**src/rtl/iic_slave_reg_ctrl.sv**
```systemverilog
// rtl/iic_slave_reg_ctrl.sv - register bank behind the I2C slave byte stream, shared with a local host port
// Optional pointer auto-increment: IIC_REG_AUTOINC_EN
module iic_slave_reg_ctrl #(
    parameter int ADDR_WIDTH = 4
) (
    input  logic                             clk,
    input  logic                             rst,
    input  logic                             fifo_wen,
    input  logic [7:0]                       fifo_wdata,
    input  logic                             fifo_wdata_start,
    input  logic                             fifo_ren,
    output logic [7:0]                       fifo_rdata,
    input  logic                             host_req,
    input  logic                             host_we,
    input  logic [ADDR_WIDTH-1:0]            host_addr,
    input  logic [7:0]                       host_wdata,
    output logic                             host_ack,
    output logic [7:0]                       host_rdata,
    output logic                             i2c_wr_strobe,
    output logic [ADDR_WIDTH-1:0]            i2c_wr_addr,
    output logic [8*(2**ADDR_WIDTH)-1:0]     reg_bank
);

    localparam int DEPTH = 2**ADDR_WIDTH;

    typedef enum logic {
        ST_IDLE,
        ST_DATA
    } state_t;

    state_t                r_state;
    state_t                w_state_nxt;
    logic [7:0]            r_bank [DEPTH];
    logic [ADDR_WIDTH-1:0] r_ptr;
    logic [ADDR_WIDTH-1:0] w_ptr_nxt;
    logic                  w_ptr_load;
    logic                  w_i2c_wr;
    logic                  w_ptr_inc;
    logic                  w_host_acc;

    always_ff @(posedge clk or posedge rst) begin
        if (rst) begin
            r_state <= ST_IDLE;
        end else begin
            r_state <= w_state_nxt;
        end
    end

    always_comb begin
        w_state_nxt = r_state;
        w_ptr_load  = fifo_wen & fifo_wdata_start;
        w_i2c_wr    = 1'b0;
        case (r_state)
            ST_IDLE: begin
                if (w_ptr_load) begin
                    w_state_nxt = ST_DATA;
                end
            end
            ST_DATA: begin
                if (fifo_wen && !fifo_wdata_start) begin
                    w_i2c_wr = 1'b1;
                end
            end
            default: w_state_nxt = ST_IDLE;
        endcase
    end

`ifdef IIC_REG_AUTOINC_EN
    assign w_ptr_inc = w_i2c_wr | fifo_ren;
`else
    assign w_ptr_inc = 1'b0;
`endif

    // Pointer bytes take precedence; the slave never issues wen and ren together.
    always_comb begin
        w_ptr_nxt = r_ptr;
        if (w_ptr_load) begin
            w_ptr_nxt = fifo_wdata[ADDR_WIDTH-1:0];
        end else if (w_ptr_inc) begin
            w_ptr_nxt = r_ptr + 1'b1;
        end
    end

    // The cycle right after an ack is skipped so a held request is not served twice.
    assign w_host_acc = host_req & ~fifo_wen & ~host_ack;

    always_ff @(posedge clk or posedge rst) begin
        if (rst) begin
            r_ptr         <= '0;
            fifo_rdata    <= '0;
            host_ack      <= 1'b0;
            host_rdata    <= '0;
            i2c_wr_strobe <= 1'b0;
            i2c_wr_addr   <= '0;
            for (int i = 0; i < DEPTH; i++) begin
                r_bank[i] <= '0;
            end
        end else begin
            r_ptr         <= w_ptr_nxt;
            host_ack      <= w_host_acc;
            i2c_wr_strobe <= w_i2c_wr;
            if (w_i2c_wr) begin
                i2c_wr_addr   <= r_ptr;
                r_bank[r_ptr] <= fifo_wdata;
            end else if (w_host_acc && host_we) begin
                r_bank[host_addr] <= host_wdata;
            end
            if (fifo_ren) begin
                fifo_rdata <= r_bank[r_ptr];
            end
            if (w_host_acc && !host_we) begin
                host_rdata <= r_bank[host_addr];
            end
        end
    end

    for (genvar g = 0; g < DEPTH; g++) begin : g_flat
        assign reg_bank[8*g +: 8] = r_bank[g];
    end

endmodule

```
**config.mk**
```make
export PLATFORM = sky130hd
export DESIGN_NAME = iic_slave_reg_ctrl
export DESIGN_NICKNAME = d
export VERILOG_FILES = /design/src/rtl/iic_slave_reg_ctrl.sv
export SDC_FILE = /design/constraint.sdc
export NUM_CORES = 1
export LEC_CHECK = 0
export BUFFER_PORTS_ARGS = -buffer_cell sky130_fd_sc_hd__buf_2
export CAP_MARGIN = 10
export CORE_UTILIZATION = 51
export DETAILED_ROUTE_END_ITERATION = 16
export GPL_TIMING_DRIVEN = 0
export PLACE_DENSITY = 0.77
export SYNTH_ARGS = -nofsm -noshare
export SYNTH_HDL_FRONTEND = slang
export SYNTH_SLANG_ARGS = --single-unit
```
**constraint.sdc**
```tcl
create_clock -name clk -period 4.7 [get_ports clk]
set_input_delay 0.235 -clock clk [delete_from_list [all_inputs] [get_ports clk]]
set_output_delay 0.235 -clock clk [all_outputs]
set_load 0.02 [all_outputs]
```
==> impl_summary.md <==
Outcome
The flow ran to the end, and the final reports show no timing, DRC or antenna violations.

Die
Pin placement for this block handled 177 I/O pins. The die is 136 um tall. The die covers 18600 um^2. In this run the core area contains 48 standard-cell rows.

Measured along the x axis, the die boundary spans 136 um. For this configuration, the core starts out at a cell density of 52.7%. The core footprint is 17500 um^2.

Critical path
For this run, the slowest stage of the critical path takes 710 ps. Data arrives at the worst endpoint at 3390 ps. The worst setup path is captured at a flip-flop. The biggest fanout along the worst timing path is 10.

The worst flop-to-flop path endpoint is fifo_rdata[4]$_DFFE_PP0P_. The critical path capture point is fifo_rdata[4]$_DFFE_PP0P_. The worst setup path is of the flip-flop to flip-flop kind. The setup check on the worst reg-to-reg path leaves a slack of 1660 ps.

The element type at the critical path start is a flip-flop. The critical path starts at r_ptr[2]$_DFFE_PP0P_. The data required time at the worst endpoint is 5060 ps. Walking the worst path, the cells encountered are buf_2, clkbuf_1, nand3_1, o22ai_1, nor2_1, a31oi_1. The worst register-to-register path has a depth of 6. For this design, the slowest cell found on the critical path is sky130_fd_sc_hd__o22ai_1. In this run the critical register-to-register path is launched from r_ptr[2]$_DFFE_PP0P_.

Final layout
The area growth from synthesis to layout is 19.2%. The final layout net count is 1115. Leaving out filler cells and counting taps, the final layout contains 1325.

The finished cells cover 11000 um^2. The area of the multi-input gates is 4520 um^2. The library cells used most frequently in the layout, excluding fill and tap cells, are 180 x sky130_fd_sc_hd__buf_2, 155 x sky130_fd_sc_hd__dfrtp_1, 147 x sky130_fd_sc_hd__nand2_1. In the final layout, flip-flops and latches occupy 3880 um^2. Counting the fill cells in the layout gives 1493. The library cell used most frequently in the layout, excluding fill and tap cells, is sky130_fd_sc_hd__buf_2. In the final layout, the share of cells above drive strength 1 is 28.9%. The number of antenna cells inserted is 0.

Global route
The via count of the first global-routing pass came to 8524. The total congestion overflow is 0. Across every metal layer, demand over resource in global routing totals 43.2%. Entering global routing, the biggest net connects 94 pins. The first-pass GRT wire length is 56000 um. The number of antenna violations at the first check in global routing was 0.

Clock network
The clock reaches the later pin of the worst-skew pair after 440 ps. The clock passes through at most 2 buffers. The total clock buffers created by CTS is 17. TritonCTS built the clock tree. The number of clock sinks is 155. After clock tree synthesis, the clock-pin slew on the worst setup and hold paths is 60 ps. CTS built an H-tree with a depth of 4. The setup fix buffers added after clock tree synthesis is 0. The buffer type at the clock tree root is sky130_fd_sc_hd__clkbuf_16.

STA
The post-route clock skew is 10.1 ps. Setup repair after global routing left no endpoint under its margin. The worst slew margin relative to its limit is 36.6%.

The share of the cycle needed by the critical path after routing is 64.6%. At the pin with the least slew margin, the transition time is 952 ps. The count of pins over their slew limit is 0.

Derived from the worst setup path, the maximum achievable clock frequency is 0.329 GHz. The number of hold violations in the final report came to 0. The final setup violation count is 0. For the finished layout, the period the worst path requires is 3040 ps.

The smallest setup slack after layout is 1660 ps. Summed over all failing endpoints, the final setup total negative slack is 0 ps.

Logic synthesis
The number of flip-flops and latches in the synthesized netlist is 155. The number of standard cells after synthesis is 905. Counting flops with a built-in enable in the synthesized netlist gives 0. Summing every instance area after synthesis gives 9220 um^2.

After synthesis, the cell types taking the most area are sky130_fd_sc_hd__dfrtp_1 42%, sky130_fd_sc_hd__o221ai_1 12%, sky130_fd_sc_hd__mux4_2 9.8%. The fraction of registers with async set/reset is 100%. Averaged over all synthesized cells, the footprint is 10.2 um^2.

The area fraction of the dominant cell type after synthesis is 42.1%. The yosys synthesis warning count is 0. The post-synth net total is 932.

The sequential cell area fraction in the yosys report is 42.1%. The number of different library cells used by synthesis comes to 45. Of all cell types, the one taking the most synthesized area is sky130_fd_sc_hd__dfrtp_1. For this run, the leading register cell type out of synthesis is sky130_fd_sc_hd__dfrtp_1.

Place
Summing all placed instances gives a cell area of 10300 um^2. The count of buffers inserted at the top-level ports is 162. In this run, placement finished with an instance count of 1293. The worst-case setup slack after placement is 2010 ps.

The weighted congestion at the end of routability-driven global placement is 1.05. The estimated wirelength of the detail-placed design is 27600 um.

Drt
The number of design-rule violations left by the first detailed-router iteration is 1390. The detailed-routing iteration count for the pre-antenna-repair pass is 6. After detailed routing, the number of remaining DRC violations is 0. The final route contains 9129 vias. The wire length per cell is 29.3 um.

For this block, the routed nets add up to 38800 um of wire. The detail route stage leaves a number of antenna-violating nets equal to 0. Dividing the detail-routed via count by the number of cells gives 6.89.

Job
The tool flagged a number of max-cap violations equal to 0.

Pwr
The analysis attributes to cell leakage a power of 4.94 nW. The power per cell area is 712 nW/um^2. IR analysis of the VDD net gives a maximum drop of 374 uV.

Worst hold path
The worst hold path was traced through 2 stages. The type of the tightest min-delay check is primary input to flip-flop.
-- flip-flops by register name, indices dropped and copies added, names as in the netlist --
name and count:
fifo_rdata 8, host_ack 1, host_rdata 8, i2c_wr_addr 4, i2c_wr_strobe 1, r_ptr 4, r_state 1, reg_bank 128
-- timing repair --
action,4_1_cts,5_1_grt
gates resized for setup,0,0
hold buffers,1,0
endpoints found under the hold margin,62,0
-- critical path: cells and delay by family (launching register included) --
family | cells | cell delay [ps]
AOI/OAI and AO/OA | 2 | 900
buffers and inverters | 2 | 910
DFF | 1 | 490
and+or+nand+nor | 2 | 650
-- cell usage after synthesis, types with 2 or more instances --
| cell | count |
|---|---|
| sky130_fd_sc_hd__nor2_1 | 23 |
| sky130_fd_sc_hd__o221ai_1 | 128 |
| sky130_fd_sc_hd__or3_1 | 8 |
| sky130_fd_sc_hd__o2111ai_2 | 4 |
| sky130_fd_sc_hd__buf_2 | 18 |
| sky130_fd_sc_hd__o211ai_2 | 4 |
| sky130_fd_sc_hd__a21oi_1 | 6 |
| sky130_fd_sc_hd__nand3_1 | 2 |
| sky130_fd_sc_hd__mux2_2 | 16 |
| sky130_fd_sc_hd__a31oi_1 | 8 |
| sky130_fd_sc_hd__nor3_2 | 6 |
| sky130_fd_sc_hd__a31o_2 | 12 |
| sky130_fd_sc_hd__nor4_4 | 4 |
| sky130_fd_sc_hd__buf_1 | 11 |
| sky130_fd_sc_hd__a211oi_1 | 8 |
| sky130_fd_sc_hd__o22ai_1 | 24 |
| sky130_fd_sc_hd__o21ai_0 | 3 |
| sky130_fd_sc_hd__dfrtp_1 | 155 |
| sky130_fd_sc_hd__mux4_2 | 40 |
| sky130_fd_sc_hd__nand2_1 | 147 |
| sky130_fd_sc_hd__o211ai_1 | 7 |
| sky130_fd_sc_hd__inv_1 | 130 |
| sky130_fd_sc_hd__nand3b_1 | 5 |
| sky130_fd_sc_hd__mux2i_1 | 41 |
| sky130_fd_sc_hd__nand2b_1 | 12 |
| sky130_fd_sc_hd__nor2b_1 | 12 |
| sky130_fd_sc_hd__a211o_1 | 6 |
| sky130_fd_sc_hd__nor3_4 | 6 |
| sky130_fd_sc_hd__buf_4 | 4 |
| sky130_fd_sc_hd__clkbuf_1 | 34 |
| sky130_fd_sc_hd__a41o_1 | 4 |
| sky130_fd_sc_hd__buf_6 | 3 |
| sky130_fd_sc_hd__clkbuf_2 | 2 |
-- per-layer routing --
layer / wire length (um) / up-vias / GRT usage [%]
li1: - / 3717 / -
met1: 14200 / 4470 / 57.6
met2: 16100 / 792 / 60.1
met3: 5750 / 150 / 13.9
met4: 2820 / 0 / 27.7
met5: 0 / - / 0
-- how the worst min path moves through the flow --
stage	to	slack, ps	startpoint
2_1_floorplan	host_ack$_DFF_PP0_	400	host_req
3_3_place_gp	i2c_wr_addr[0]$_DFFE_PP0N_	480	i2c_wr_addr[0]$_DFFE_PP0N_
3_5_place_dp	i2c_wr_strobe$_DFF_PP0_	350	rst
4_1_cts	host_ack$_DFF_PP0_	80	host_req
5_1_grt	host_ack$_DFF_PP0_	100	host_req
6_report	host_ack$_DFF_PP0_	80	host_req
-- through the flow --
step	power [W]	hold slack [ps]	util, %
after floorplan	0.00469	396	-
after global placement	0.00609	483	59.0
after detailed placement	0.00617	346	59.2
after CTS	0.00767	75.8	62.9
after global routing	0.00807	96.1	62.9
final	0.00783	84.8	62.9
-- layout make-up --
type / instances / share of cell area (%)
timing repair buffer: 164 / 7.72
sequential: 155 / 35.3
clock inverter: 10 / 1.50
inverter: 130 / 4.49
tap: 225 / 2.56
multi-input combinational: 548 / 41.1
buffer: 72 / 3.03
clock buffer: 21 / 4.28
-- kinds of logic (layout without fill, tap and decap cells) --
kind of cell	after synthesis	in the layout	synth area share [%]
compound gates	217	217	19.8
mux	97	97	16.2
simple gates	234	234	13.0
buf+inv	202	397	8.91
flops	155	155	42.1
-- power by group --
part | leakage [nW] | internal (W) | switching, W
Clock | 0.301 | 0.000929 | 0.000574
Sequential | 1.82 | 0.00196 | 0.00100
Combinational | 2.82 | 0.00135 | 0.00201
Total | 4.94 | 0.00424 | 0.00359
(Power assumes the default switching activity.)
